===== config.mk =====
export PLATFORM = sky130hd
export DESIGN_NAME = shot_controller
export DESIGN_NICKNAME = d
export VERILOG_FILES = /design/src/rtl/shot_controller.sv
export SDC_FILE = /design/constraint.sdc
export NUM_CORES = 1
export LEC_CHECK = 0
export BUFFER_PORTS_ARGS = -buffer_cell sky130_fd_sc_hd__buf_4
export CAP_MARGIN = 20
export CORE_MARGIN = 1.5
export CORE_UTILIZATION = 44
export CTS_CLUSTER_SIZE = 28
export DETAILED_ROUTE_END_ITERATION = 7
export GPL_TIMING_DRIVEN = 0
export HOLD_SLACK_MARGIN = 0.05
export SLEW_MARGIN = 20
export SYNTH_ARGS = -nofsm -noshare
export SYNTH_HDL_FRONTEND = slang
export SYNTH_SLANG_ARGS = --single-unit

===== constraint.sdc =====
create_clock -name clk -period 11.4 [get_ports clk]
set_clock_uncertainty 0.15 [all_clocks]
set_input_delay 2.28 -clock clk [delete_from_list [all_inputs] [get_ports clk]]
set_output_delay 2.28 -clock clk [all_outputs]
set_load 0.02 [all_outputs]

===== src/rtl/shot_controller.sv =====
// Shot request controller: turns joystick presses into a held shot request, then enforces a tick-based cooldown.
// Optional build macro SHOT_AUTOFIRE_EN: held fire re-issues a shot directly when cooldown expires.
module shot_controller #(
    parameter int         COOLDOWN_TICKS = 4,
    parameter logic [4:0] LFSR_SEED      = 5'h1D
) (
    input  logic       clk,
    input  logic       rst,
    input  logic       en,
    input  logic       tick,
    input  logic       fire,
    input  logic [2:0] player_pos,
    input  logic       shot_ready,
    output logic       shot_valid,
    output logic [2:0] shot_col,
    output logic [4:0] shot_color,
    output logic       cooling,
    output logic [7:0] drop_cnt
);

    // state    | meaning
    // IDLE     | armed, waiting for a press edge while en=1
    // ISSUE    | shot request held until shot_ready handshake
    // COOLDOWN | counting tick strobes before re-arming
    typedef enum logic [1:0] {
        IDLE     = 2'd0,
        ISSUE    = 2'd1,
        COOLDOWN = 2'd2
    } state_t;

    localparam logic [3:0] CD_INIT = 4'(COOLDOWN_TICKS);

`ifdef SHOT_AUTOFIRE_EN
    localparam logic AUTOFIRE = 1'b1;
`else
    localparam logic AUTOFIRE = 1'b0;
`endif

    state_t     state;
    state_t     state_nx;
    logic       fire_q;
    logic       fire_armed;
    logic       press;
    logic [4:0] lfsr;
    logic [4:0] cap_color;
    logic [3:0] cnt;
    logic [3:0] cnt_nx;
    logic [2:0] col_r;
    logic [2:0] col_nx;
    logic [4:0] color_r;
    logic [4:0] color_nx;
    logic [7:0] drop_r;
    logic       drop_inc;

    // fire_armed blocks a fire held through reset from looking like a fresh press
    assign press     = fire & ~fire_q & fire_armed;
    assign cap_color = 5'd10 + (lfsr % 5'd3);

    always_ff @(posedge clk or posedge rst) begin
        if (rst) begin
            fire_q     <= 1'b0;
            fire_armed <= 1'b0;
            lfsr       <= LFSR_SEED;
        end else begin
            fire_q     <= fire;
            fire_armed <= fire_armed | ~fire;
            lfsr       <= {lfsr[3:0], lfsr[4] ^ lfsr[2]};
        end
    end

    always_ff @(posedge clk or posedge rst) begin
        if (rst) begin
            state   <= IDLE;
            cnt     <= 4'd0;
            col_r   <= 3'd0;
            color_r <= 5'd0;
            drop_r  <= 8'd0;
        end else begin
            state   <= state_nx;
            cnt     <= cnt_nx;
            col_r   <= col_nx;
            color_r <= color_nx;
            if (drop_inc && (drop_r != 8'hFF)) begin
                drop_r <= drop_r + 8'd1;
            end
        end
    end

    always_comb begin
        state_nx = state;
        cnt_nx   = cnt;
        col_nx   = col_r;
        color_nx = color_r;
        drop_inc = 1'b0;
        case (state)
            IDLE: begin
                if (en && press) begin
                    state_nx = ISSUE;
                    col_nx   = player_pos;
                    color_nx = cap_color;
                end
            end
            ISSUE: begin
                drop_inc = press;
                if (shot_ready) begin
                    col_nx   = 3'd0;
                    color_nx = 5'd0;
                    if (CD_INIT == 4'd0) begin
                        state_nx = IDLE;
                    end else begin
                        state_nx = COOLDOWN;
                        cnt_nx   = CD_INIT;
                    end
                end
            end
            COOLDOWN: begin
                drop_inc = press;
                if (tick && en) begin
                    if (cnt <= 4'd1) begin
                        cnt_nx   = 4'd0;
                        state_nx = IDLE;
                        if (AUTOFIRE && fire) begin
                            state_nx = ISSUE;
                            col_nx   = player_pos;
                            color_nx = cap_color;
                            drop_inc = 1'b0;
                        end
                    end else begin
                        cnt_nx = cnt - 4'd1;
                    end
                end
            end
            default: begin
                state_nx = IDLE;
                cnt_nx   = 4'd0;
                col_nx   = 3'd0;
                color_nx = 5'd0;
            end
        endcase
    end

    assign shot_valid = (state == ISSUE);
    assign shot_col   = shot_valid ? col_r : 3'd0;
    assign shot_color = shot_valid ? color_r : 5'd0;
    assign cooling    = (state == COOLDOWN);
    assign drop_cnt   = drop_r;

endmodule


==> results.toml <==
[clock_network]
cts_made_buffers = 5
ctsHtreeMaxLevel = 2
hold_buffers = 0
cts_resized = 0
cts_tree = "yes"
clkLatencyLatePin_ns = 0.28
root_buffer = "clkbuf_8"
post_cts_buffers = 0
cts.clk_slew.worst_paths_ns = 0.06
clock-sinks = 29
cts.path.max_buffers = 2

[timing]
setup_tns_ns = 0
maxSlewHeadroom = 0.592
report.final.hold_viol_count = 0
fin_crit_ns = 4.31
worst_pin_slew_ns = 0.612
timing.fmax_ghz = 0.232
worst_slack_ns = 7.09
fin_crit_sh = 0.378
finalMaxSlewViolations = 0
setup_viol = 0
rsz0062_at_grt = "no"

[place]
postPlaceCellArea_um2 = 2090
dp_slack_ns = 7.13
portBuffers = 26
gp_congestion = 0.922
dpl.hpwl_mm = 2.86

[grt]
grt_first_pass_wirelength_mm = 6.67
grt_max_degree = 30
overflow = 0
antenna_found_initial = 0
grt_pass1_vias = 1502
grt_use_total = 0.191

[power]
leakage_nw = 1.02
p_per_area_nw_per_um2 = 183
ir_worst_vdd_mv = 0.114

[layout]
drive_gt1_frac = 0.202
antenna_cells = 0
most-common-layout-cells = "nand2_1 (29), buf_4 (27), dfrtp_1 (25), inv_1 (14)"
areaGrowthSynthToFinish_pct = 19.6
fin_area_um2 = 2190
nNetsFinal = 256
final_common_cell = "nand2_1"

[drt]
wl_per_cell_um = 13.2
drt_iter0_drc = 108
drc = 0
ant_nets = 0
route.vias.total = 1597
firstDrtPassIters = 4
vias_per_cell = 5.55
postRouteWirelength_mm = 3.79

[job]
drv_cap = 0

[die]
initial_core_util = 0.459
io-pin-count = 27
coreArea_um2 = 4000
row_count = 23
die_area_um2 = 4570
die_y_um = 67.6
die_x_um = 67.6

[logic_synthesis]
synth.distinct_cells = 46
yosysWarnings = 0
synth_top_area_frac = 0.341
synthTopCellsByArea = "dfrtp_1 (34%), ha_1 (6.8%), nand2_1 (5.9%), dfstp_2 (5.7%), xnor2_1 (3.8%)"
syn_nets = 223
synth_edf_count = 0
ys_seq_area_frac = 0.398
ys_ff_latch = 29
synthArstFlopShare = 1.00
synth_top_area_cell = "dfrtp_1"
syn-cell-area_um2 = 1840
avgSynthCellArea_um2 = 9.00
syn_inst = 204
ys_dominant_reg_cell = "dfrtp_1"

[worst_setup_path]
path_max_fanout = 10
worst_setup_path_start_kind = "register"
cp-end-kind = "register"
setup.worst_path.class = "reg -> reg"
crit_required_ns = 11.46
arrival_ns = 4.37

[run_status]
outcome = "finished, final reports clean"

[min_path]
hp-class = "reg -> reg"
## worst paths after layout
path,cells past startpoint,from,to,slack [ns]
min in group asynchronous,2,rst,drop_cnt[4],1.93
setup reg to reg,18,lfsr[3],color_r[3],7.09
setup / recovery,18,lfsr[3],color_r[3],7.09
hold reg to reg,0,lfsr[2],lfsr[3],0.24
max in group asynchronous,2,rst,color_r[3],8.76
hold / removal,0,lfsr[2],lfsr[3],0.24
## Yosys cell counts (all sizes together) (4+ instances only)
| master | count |
|---|---|
| nor3 | 4 |
| dfstp | 4 |
| nor2 | 10 |
| nand4 | 4 |
| a21oi | 5 |
| xnor2 | 8 |
| clkbuf | 7 |
| nand3 | 6 |
| o21ai | 10 |
| dfrtp | 25 |
| and3 | 4 |
| a211oi | 4 |
| ha | 10 |
| nand2 | 29 |
| a31oi | 4 |
| nor2b | 5 |
| and2 | 8 |
| o31ai | 5 |
| inv | 15 |
## critical path, cell delays in order (launching register included)
cell and delay (ns):
dfstp_2 0.58, clkbuf_1 0.33, clkbuf_1 0.13, ha_1 0.25, clkbuf_1 0.33, nor2_1 0.08, o21ai_0 0.15, a32oi_1 0.08
ha_1 0.38, nor2b_1 0.07, a221oi_1 0.29, o211ai_1 0.18, a22oi_1 0.36, nor4_1 0.10, nor2_1 0.12, a21oi_1 0.05
ha_1 0.23, a2111o_1 0.29, nand4_1 0.08
## flip-flops by register name (all words and copies together), names as in the netlist
register    count
lfsr            5
state           2
fire_q          1
fire_armed      1
color_r         5
col_r           3
drop_cnt        8
cnt             4
## power breakdown
group | switching [mW] | total (mW) | internal [mW]
Sequential | 0.0173 | 0.143 | 0.126
Combinational | 0.0998 | 0.166 | 0.0664
Clock | 0.0378 | 0.0923 | 0.0544
Total | 0.155 | 0.401 | 0.246
## layout make-up
cell class,count,area (um2)
Fill cell,376,1810
Tap cell,50,62.6
Inverter,15,56.3
Timing Repair Buffer,26,195
Clock buffer,7,96.3
Sequential cell,29,731
Multi-Input combinational cell,151,1010
Buffer,9,38.8
Clock inverter,1,5.00
## stage by stage
| stage | utilization | hold WS (ns) | power, mW | instances |
|---|---|---|---|---|
| after detailed placement | 0.523 | 0.226 | 0.312 | 280 |
| final | 0.549 | 0.239 | 0.401 | 288 |
| after global placement | 0.523 | 0.224 | 0.305 | 280 |
| after floorplan | - | 0.216 | 0.257 | 204 |
| after CTS | 0.549 | 0.239 | 0.407 | 288 |
| after global routing | 0.549 | 0.248 | 0.433 | 288 |
## kinds of logic after synthesis
logic type               Yosys count  share of synthesized area
AND/OR/NAND/NOR                   81                      0.228
multiplexers                       3                     0.0184
XOR/XNOR                          10                     0.0477
AO/OA/AOI/OAI                     47                      0.187
adder cells (fa/ha/maj)           10                     0.0682
flip-flops                        29                      0.398
buffers and inverters             24                     0.0518
## per-layer routing
layer / up-vias / global-route usage / wire length [um]
li1: 786 / - / -
met1: 767 / 0.240 / 1760
met2: 39 / 0.320 / 1840
met3: 5 / 0.0467 / 159
met4: 0 / 0.0638 / 41
met5: - / 0 / 0
Power figures use the tool's default switching activity.
